[src/rtl/arb_requester_if.sv]
// Job-side and arbiter-side signals of one round-robin arbiter client port.
interface arb_requester_if #(
   parameter int unsigned DW   = 8,
   parameter int unsigned LENW = 4
);
   logic            job_valid;
   logic            job_ready;
   logic [DW-1:0]   job_data;
   logic [LENW-1:0] job_len;
   logic            req;
   logic            ack;
   logic [DW-1:0]   bus_data;
   logic            bus_last;
   logic            busy;
   logic            starve;
   logic [7:0]      starve_cnt;

   modport master (
      input  job_valid, job_data, job_len, ack,
      output job_ready, req, bus_data, bus_last, busy, starve, starve_cnt
   );

   modport slave (
      output job_valid, job_data, job_len, ack,
      input  job_ready, req, bus_data, bus_last, busy, starve, starve_cnt
   );
endinterface

[src/rtl/arb_requester.sv]
// Client agent for one arbiter port: queues burst jobs, requests until every beat
// is acked, presents beat data, and flags starvation on long grant droughts.
module arb_requester #(
   parameter int unsigned DW    = 8,
   parameter int unsigned DEPTH = 4,
   parameter int unsigned LENW  = 4,
   parameter int unsigned TMO   = 15
) (
   input logic            clk,
   input logic            rst_n,
   arb_requester_if.master bus_if
);
   localparam int unsigned AW = $clog2(DEPTH);
   localparam int unsigned CW = AW + 1;
   localparam int unsigned TW = $clog2(TMO + 1);

   localparam logic [0:0] S_IDLE = 1'b0;
   localparam logic [0:0] S_REQ  = 1'b1;

   typedef struct packed {
      logic [DW-1:0]   data;
      logic [LENW-1:0] len;
   } job_t;

   job_t            fifo_q [DEPTH];
   logic [0:0]      state_q, state_d;
   logic [AW-1:0]   wr_ptr_q, wr_ptr_d, rd_ptr_q, rd_ptr_d;
   logic [CW-1:0]   count_q, count_d;
   logic [DW-1:0]   base_q, base_d;
   logic [LENW-1:0] len_q, len_d, beat_q, beat_d;
   logic [TW-1:0]   wait_q, wait_d;
   logic            starve_q, starve_d;
   logic [7:0]      starve_cnt_q, starve_cnt_d;
   logic [DW-1:0]   bus_data_q, bus_data_d;
   logic            bus_last_q, bus_last_d;
   logic            busy_q, busy_d;
   logic            ready_q, ready_d;
   logic            full, empty, push, pop, last;

   assign full  = (count_q == CW'(DEPTH));
   assign empty = (count_q == '0);
   assign push  = bus_if.job_valid && !full;
   assign last  = (beat_q == len_q);

   // Next-state: FSM, FIFO pop/push bookkeeping, starvation timer, output images
   always_comb begin
      state_d      = state_q;
      wr_ptr_d     = wr_ptr_q;
      rd_ptr_d     = rd_ptr_q;
      base_d       = base_q;
      len_d        = len_q;
      beat_d       = beat_q;
      wait_d       = wait_q;
      starve_d     = 1'b0;
      starve_cnt_d = starve_cnt_q;
      pop          = 1'b0;

      case (state_q)
         S_IDLE: begin
            wait_d = '0;
            if (!empty) begin
               pop     = 1'b1;
               state_d = S_REQ;
            end
         end
         S_REQ: begin
            if (bus_if.ack) begin
               wait_d = '0;
               if (!last) begin
                  beat_d = beat_q + LENW'(1);
               end else if (!empty) begin
                  pop = 1'b1;
               end else begin
                  state_d = S_IDLE;
               end
            end else if (wait_q == TW'(TMO - 1)) begin
               starve_d = 1'b1;
               wait_d   = '0;
               if (starve_cnt_q != 8'hFF) starve_cnt_d = starve_cnt_q + 8'd1;
            end else begin
               wait_d = wait_q + TW'(1);
            end
         end
         default: state_d = S_IDLE;
      endcase

      if (pop) begin
         base_d   = fifo_q[rd_ptr_q].data;
         len_d    = fifo_q[rd_ptr_q].len;
         beat_d   = '0;
         rd_ptr_d = rd_ptr_q + AW'(1);
      end
      if (push) wr_ptr_d = wr_ptr_q + AW'(1);
      count_d = count_q + CW'(push) - CW'(pop);

      bus_data_d = base_d + DW'(beat_d);
      bus_last_d = (beat_d == len_d);
      busy_d     = (state_d == S_REQ) || (count_d != '0);
      ready_d    = (count_d != CW'(DEPTH));
   end

   always_ff @(posedge clk or negedge rst_n) begin
      if (!rst_n) begin
         state_q      <= S_IDLE;
         wr_ptr_q     <= '0;
         rd_ptr_q     <= '0;
         count_q      <= '0;
         base_q       <= '0;
         len_q        <= '0;
         beat_q       <= '0;
         wait_q       <= '0;
         starve_q     <= 1'b0;
         starve_cnt_q <= '0;
         bus_data_q   <= '0;
         bus_last_q   <= 1'b0;
         busy_q       <= 1'b0;
         ready_q      <= 1'b1;
      end else begin
         state_q      <= state_d;
         wr_ptr_q     <= wr_ptr_d;
         rd_ptr_q     <= rd_ptr_d;
         count_q      <= count_d;
         base_q       <= base_d;
         len_q        <= len_d;
         beat_q       <= beat_d;
         wait_q       <= wait_d;
         starve_q     <= starve_d;
         starve_cnt_q <= starve_cnt_d;
         bus_data_q   <= bus_data_d;
         bus_last_q   <= bus_last_d;
         busy_q       <= busy_d;
         ready_q      <= ready_d;
      end
   end

   // Payload storage needs no reset; validity is carried by the pointers
   always_ff @(posedge clk) begin
      if (push) begin
         fifo_q[wr_ptr_q].data <= bus_if.job_data;
         fifo_q[wr_ptr_q].len  <= bus_if.job_len;
      end
   end

   assign bus_if.req        = (state_q == S_REQ);
   assign bus_if.job_ready  = ready_q;
   assign bus_if.bus_data   = bus_data_q;
   assign bus_if.bus_last   = bus_last_q;
   assign bus_if.busy       = busy_q;
   assign bus_if.starve     = starve_q;
   assign bus_if.starve_cnt = starve_cnt_q;
endmodule
[src/flat_wrapper.sv]
// flat-port wrapper written by rule: the top's interface ports become plain ports
module arb_requester_flat 
#(
   parameter int unsigned DW    = 8,
   parameter int unsigned DEPTH = 4,
   parameter int unsigned LENW  = 4,
   parameter int unsigned TMO   = 15
)
  (clk, rst_n, bus_if_job_valid, bus_if_job_data, bus_if_job_len, bus_if_ack, bus_if_job_ready, bus_if_req, bus_if_bus_data, bus_if_bus_last, bus_if_busy, bus_if_starve, bus_if_starve_cnt);
  arb_requester_if #(.DW(DW), .LENW(LENW)) bus_if_i ();
  input logic clk;
  input logic rst_n;
  input wire logic [$bits(bus_if_i.job_valid)-1:0] bus_if_job_valid;
  input wire logic [$bits(bus_if_i.job_data)-1:0] bus_if_job_data;
  input wire logic [$bits(bus_if_i.job_len)-1:0] bus_if_job_len;
  input wire logic [$bits(bus_if_i.ack)-1:0] bus_if_ack;
  output wire logic [$bits(bus_if_i.job_ready)-1:0] bus_if_job_ready;
  output wire logic [$bits(bus_if_i.req)-1:0] bus_if_req;
  output wire logic [$bits(bus_if_i.bus_data)-1:0] bus_if_bus_data;
  output wire logic [$bits(bus_if_i.bus_last)-1:0] bus_if_bus_last;
  output wire logic [$bits(bus_if_i.busy)-1:0] bus_if_busy;
  output wire logic [$bits(bus_if_i.starve)-1:0] bus_if_starve;
  output wire logic [$bits(bus_if_i.starve_cnt)-1:0] bus_if_starve_cnt;
  assign bus_if_i.job_valid = bus_if_job_valid;
  assign bus_if_i.job_data = bus_if_job_data;
  assign bus_if_i.job_len = bus_if_job_len;
  assign bus_if_i.ack = bus_if_ack;
  assign bus_if_job_ready = bus_if_i.job_ready;
  assign bus_if_req = bus_if_i.req;
  assign bus_if_bus_data = bus_if_i.bus_data;
  assign bus_if_bus_last = bus_if_i.bus_last;
  assign bus_if_busy = bus_if_i.busy;
  assign bus_if_starve = bus_if_i.starve;
  assign bus_if_starve_cnt = bus_if_i.starve_cnt;
  arb_requester #(.DW(DW), .DEPTH(DEPTH), .LENW(LENW), .TMO(TMO)) u_core (.clk(clk), .rst_n(rst_n), .bus_if(bus_if_i));
endmodule
[config.mk]
export PLATFORM = sky130hd
export DESIGN_NAME = arb_requester_flat
export DESIGN_NICKNAME = d
export VERILOG_FILES = /design/src/rtl/arb_requester_if.sv /design/src/rtl/arb_requester.sv /design/src/flat_wrapper.sv
export SDC_FILE = /design/constraint.sdc
export NUM_CORES = 1
export LEC_CHECK = 0
export ABC_AREA = 0
export BUFFER_PORTS_ARGS = -buffer_cell sky130_fd_sc_hd__buf_4
export CAP_MARGIN = 10
export CORE_MARGIN = 2
export CORE_UTILIZATION = 59
export DETAILED_ROUTE_END_ITERATION = 6
export PLACE_DENSITY = 0.9
export SLEW_MARGIN = 20
export SYNTH_ARGS = -nofsm -noshare
export SYNTH_HDL_FRONTEND = slang
export SYNTH_SLANG_ARGS = --single-unit
[constraint.sdc]
create_clock -name clk -period 3.85 [get_ports clk]
set_input_delay 0.385 -clock clk [delete_from_list [all_inputs] [get_ports clk]]
set_output_delay 0.385 -clock clk [all_outputs]
set_load 0.01 [all_outputs]
* Word level (Yosys, flattened, before mapping)
Memories as Yosys holds them, arrays and structs flattened.
Cells that the tools add are included.
** Word-level totals
- Flip-flop bits (word level) :: 48
- Memory bits (writable) :: 48
- Input bits :: 16
- Output and inout port bits :: 21
- Logic and storage cells :: 58
- Memories kept :: 1
** Operators by class
- Add/subtract/negate cells :: 8
- Equal/unequal tests :: 6
- Mux-type cells :: 21
- Bitwise logic cells :: 2
- Reduce and logical (&&, ||, !) cells :: 6
** Memories
- u_core.fifo_q :: words 4, bits a word 12, rd ports 1, clocked after Yosys merged registers in 0, wr ports 1, RTL line arb_requester.sv:25 : job_t fifo_q [DEPTH];
** Operator list (count)
- 2-to-1 mux 4 bit :: 7
- 2-to-1 mux 1 bit :: 10
- adder 4 x 1 -> 4 bit, second input constant :: 2
- adder 8 x 1 -> 8 bit, second input constant :: 1
- adder 8 x 4 -> 8 bit :: 1
- == test 4 bit :: 2
- 2-to-1 mux 8 bit :: 1
- != test 8 bit, second input constant :: 1
- case mux 4 bit (2 select lines) :: 1
- adder 2 x 1 -> 2 bit, second input constant :: 2
- == test 4 bit, second input constant :: 1
- case mux 1 bit (2 select lines) :: 2
- AND reduction 4 bit :: 1
- adder 3 x 1 -> 3 bit :: 1
- == test 3 bit, second input constant :: 1
- logical NOT 3 bit :: 1
- != test 3 bit, second input constant :: 1
- nonzero test 3 bit :: 1
- subtractor 3 x 1 -> 3 bit :: 1
- inverter 1 bit :: 2
- logical AND 1 bit :: 1
- logical NOT 1 bit :: 1
- logical OR 1 bit :: 1

* Longest topological paths before layout
- Depth in word-level cells :: 8
- Mapped depth :: 13
- Gate-level depth less buffers :: 12

* Worst setup path before layout
Ideal clock, no wire load.
- Kind :: reg2reg
- Start :: register u_core.beat_q[0]
- End :: register u_core.busy_q (netlist: u_core.bus_if.busy)
- Setup time :: 0.139 ns
- Arrival time :: 2.997 ns
- Data required time :: 3.711 ns
- Slack :: 0.714 ns
- Cell stages (with the launch flop) :: 14
- Path buffers :: 1
- Period minus slack after synthesis :: 3.136 ns
- Cell sequence :: dfrtp_1 -> xnor2_2 -> and4_1 -> a21oi_4 -> inv_4 -> clkbuf_1 -> ha_1 -> inv_1 -> ha_1 -> inv_1 -> fa_1 -> xnor2_1 -> xnor2_1 -> or4_1
** On the way
- Longest elaborated chain between the ends :: 7
** Ends and longest elaborated chain
- start, declared :: RTL line arb_requester.sv:30 : logic [LENW-1:0] len_q, len_d, beat_q, beat_d;
- start signal, assigned :: RTL line arb_requester.sv:125 : beat_q <= beat_d;
- == test 4 bit :: RTL line arb_requester.sv:43 : assign last = (beat_q == len_q);
- 2-to-1 mux 1 bit :: RTL line arb_requester.sv:69 : if (!last) begin
- 2-to-1 mux 1 bit :: RTL line arb_requester.sv:67 : if (bus_if.ack) begin
- case mux 1 bit (2 select lines) :: RTL line arb_requester.sv:58 : case (state_q)
- subtractor 3 x 1 -> 3 bit :: RTL line arb_requester.sv:94 : count_d = count_q + CW'(push) - CW'(pop);
- net u_core.count_d[2] :: RTL line arb_requester.sv:28 : logic [CW-1:0] count_q, count_d;
- nonzero test 3 bit :: RTL line arb_requester.sv:98 : busy_d = (state_d == S_REQ) || (count_d != '0);
- logical OR 1 bit :: RTL line arb_requester.sv:98
- net u_core.busy_d :: RTL line arb_requester.sv:36 : logic busy_q, busy_d;
- end signal, assigned :: RTL line arb_requester.sv:131 : busy_q <= busy_d;
- end, declared :: RTL line arb_requester.sv:36
The timed path passes the listed nets, and every way through them passes these cells.
A chain may end at the register's enable or synchronous reset.

* Worst setup path after layout
Same ends and word-level chain as after synthesis.

==> summary.md <==
| Metric | Value |
|---|---|
| RSZ-0062 raised after global routing | `false` |
| Max Cap Viol | `0` |
| CTS Root Cell | `clkbuf_8` |
| Main combinational cell family by area after synthesis | `simple AND/OR/NAND/NOR gates` |
| WL/cell | `17.0 µm` |
| Row count | `30` |
| Worst slew pin tran | `0.631 ns` |
| Largest net degree at the start of global routing | `49` |
| Grt met2 use | `34.1%` |
| Cell variety after synth | `47` |
| Async set or reset register ratio after synthesis | `50.0%` |
| CP required | `4.09 ns` |
| Layout net count | `approximately 350` |
| Share of layout cells above drive strength 1 | `24.9%` |
| Syn_nets | `307` |
| Post-layout min period | `3.09 ns` |
| RePlAce Congestion | `0.787` |
| Mapped Area | `4060 µm²` |
| N_diodes | `0` |
| Simple-gate area share of the yosys netlist | `9.55%` |
| Post-Route Utilization | `68.8%` |
| Relative slew slack | `57.9%` |
| Die Wd | `87.0 µm` |
| CP Launch Type | `register` |
| Iter 0 DRT Violations | `182` |
| Tot GR Track Use | `between 20 and 25%` |
| Final setup viols | `0` |
| H-tree levels | `3` |
| Area share of fa/ha/maj cells after synthesis | `4.81%` |
| Final TNS setup | `0 ns` |
| Most common cell in the netlist | `edfxtp_1` |
| R2r endpoint | `u_core.bus_if.busy` |
| Fin Clk Skew | `between 0.015 and 0.02 ns` |
| Post-Synthesis Cells | `276` |
| Die H | `87.0 µm` |
| Reg2Reg Setup Slack | `0.76 ns` |
| DRT Wirelength | `6870 µm` |
| Final Max Tran Viols | `0` |
| Sequential fraction of the synthesis area | `65.1%` |
| Multiplexer area fraction after synthesis | `roughly 8.2%` |
| Synthesized flop and latch total | `96` |
| CP startpoint | `u_core.beat_q[0]` |
| Post-synth top cells | `48 x edfxtp_1, 47 x dfrtp_1, 44 x nand2_1` |
| Critical Path AT | `3.33 ns` |
| Post-DP HPWL | `4830 µm` |
| Crit Path Class | `reg2reg` |
| Clock Sinks | `96` |
| CTS Hold Bufs | `0` |
| TritonCTS clock tree | `yes` |
| Area growth syn-to-layout | `13.8%` |
| Final hold vios | `0` |
| 1st-pass router iterations | `4` |
| Outcome | `finished clean` |
| Ys flop type | `edfxtp_1` |
| Die Area | `around 7600 µm²` |
| Peak fanout along the critical path | `18` |
| Fill cell total of the finished layout | `445` |
| Port Buffers | `36` |
| Syn_area_per_cell | `14.7 µm²` |
| Post-synth top area cell | `edfxtp_1` |
| TritonCTS Buffers | `9` |
| GR Layer Usage met1 | `25.4%` |
| Vias per cell | `5.78` |
| Initial Utilization | `60.4%` |
| Worst Hold Class | `in2async` |
| Leak | `1.94 nW` |
| Compound-Gate Fraction of Synth Area | `approximately 4.4%` |
| Initial antenna violation count | `0` |
| Met3 Resource Use GR | `3.51%` |
| Global-route wire length before repair | `11,300 µm` |
| Core area | `6720 µm²` |
| Total grt overflow | `0` |
| Yosys top cell area share | `between 30% and 40%` |
| Cts repair resizes | `0` |
| Setup repair bufs after CTS | `0` |
| Worst Setup End Kind | `register` |
| F_max | `324 MHz` |
| CTS max path bufs | `2` |
| Largest cells by area after synthesis | `edfxtp_1 36%, dfrtp_1 29%, mux4_2 6.7%, ha_1 4.3%, nand2_1 4.1%` |
| Post-synth EDFFs | `48` |
| Clock Latency Late Sink | `~0.37 ns` |
| Grt peak-use layer | `met2` |
| Warnings from Yosys | `0` |
| Final ANT Viol Nets | `0` |
| Vias in the first global route | `roughly 2,300` |
| Worst flop-to-flop path startpoint | `u_core.beat_q[0]` |
| Clock-pin transition on the worst setup and hold timing paths | `0.10 ns` |
| Power per cell area | `773 nW/µm²` |
| Period utilisation layout | `80.2%` |
| XOR/XNOR share of the synthesized area | `roughly 6.4%` |
| # DRC | `0` |
| I/O pin total | `37` |
| Via count | `around 2,300` |
| VDD IR-drop max | `0.387 mV` |
| Reg2reg path depth | `12` |
==> layout by cell type (no fill, tap or decap), types with 12 or more instances in the layout <==
cell / synthesis / layout
nand2_1: 44 / 44
edfxtp_1: 48 / 48
xnor2_1: 17 / 17
nor2_1: 12 / 12
mux4_2: 12 / 12
buf_4: 0 / 38
dfrtp_1: 47 / 47
ha_1: 14 / 14
==> stage by stage <==
step                      setup slack [ns]  power (W)  hold slack (ns)  instance area, µm²  std cells
after detailed placement             0.768    0.00295            0.436                4430        389
after CTS                            0.744    0.00360           0.0356                4620        405
after global routing                 0.543    0.00380           0.0590                4620        405
final                                0.761    0.00357           0.0199                4620        405
after global placement               0.930    0.00286            0.431                4430        389
after floorplan                      0.714    0.00257           0.0894                4060        276
==> power breakdown <==
part           internal, W  total, W  switching (W)
combinational     0.000638   0.00137       0.000736
sequential         0.00137   0.00156       0.000185
clock             0.000255  0.000637       0.000383
==> kinds of logic (layout without fill, tap and decap cells) <==
group	after synthesis	after routing
mux	17	17
xor+xnor	28	28
simple gates	83	83
buf+inv	15	64
fa+ha+maj	15	15
compound gates	22	22
flops	96	96
==> flip-flops by register name, summed over array words and instances, names as in the netlist <==
register                  flops
u_core.fifo_q                48
u_core.base_q                 8
u_core.bus_if.bus_data        8
u_core.bus_if.starve_cnt      8
u_core.beat_q                 4
u_core.len_q                  4
u_core.wait_q                 4
u_core.count_q                3
u_core.rd_ptr_q               2
u_core.wr_ptr_q               2
u_core.bus_if.bus_last        1
u_core.bus_if.busy            1
u_core.bus_if.job_ready       1
u_core.bus_if.req             1
u_core.bus_if.starve          1
==> worst max-delay path: stages (launching register included) <==
cell and delay, ns:
dfrtp_1 0.47, xnor2_2 0.30, and4_1 0.31, a21oi_4 0.08, inv_4 0.16, ha_1 0.26, inv_1 0.06, ha_1 0.12
inv_1 0.05, fa_1 0.37, xnor2_1 0.15, xnor2_1 0.16, or4_1 0.47
==> how the worst max path moves through the flow <==
| stage | depth (start not counted) | slack [ns] | to |
|---|---|---|---|
| 2_1_floorplan | 13 | 0.71 | u_core.bus_if.busy |
| 3_3_place_gp | 12 | 0.93 | u_core.bus_if.busy |
| 3_5_place_dp | 12 | 0.77 | u_core.bus_if.busy |
| 4_1_cts | 12 | 0.74 | u_core.bus_if.busy |
| 5_1_grt | 12 | 0.54 | u_core.bus_if.busy |
| 6_report | 12 | 0.76 | u_core.bus_if.busy |
==> layer usage <==
| metal | share of wire [%] | routed length [µm] |
|---|---|---|
| met5 | 0 | 0 |
| met2 | 53 | 3650 |
| met4 | 1.1 | 76 |
| met1 | 41 | 2830 |
| met3 | 4.5 | 311 |
==> area by class of cell <==
cell class	count	area [µm²]	area share, %
timing repair buffer	38	285	6.17
sequential	96	2640	57.2
clock buffer	9	124	2.68
multi-input combinational	165	1360	29.3
clock inverter	7	72.6	1.57
tap	80	100	2.17
inverter	10	40.0	0.866
Note: power is estimated with default switching activity, not from simulation.
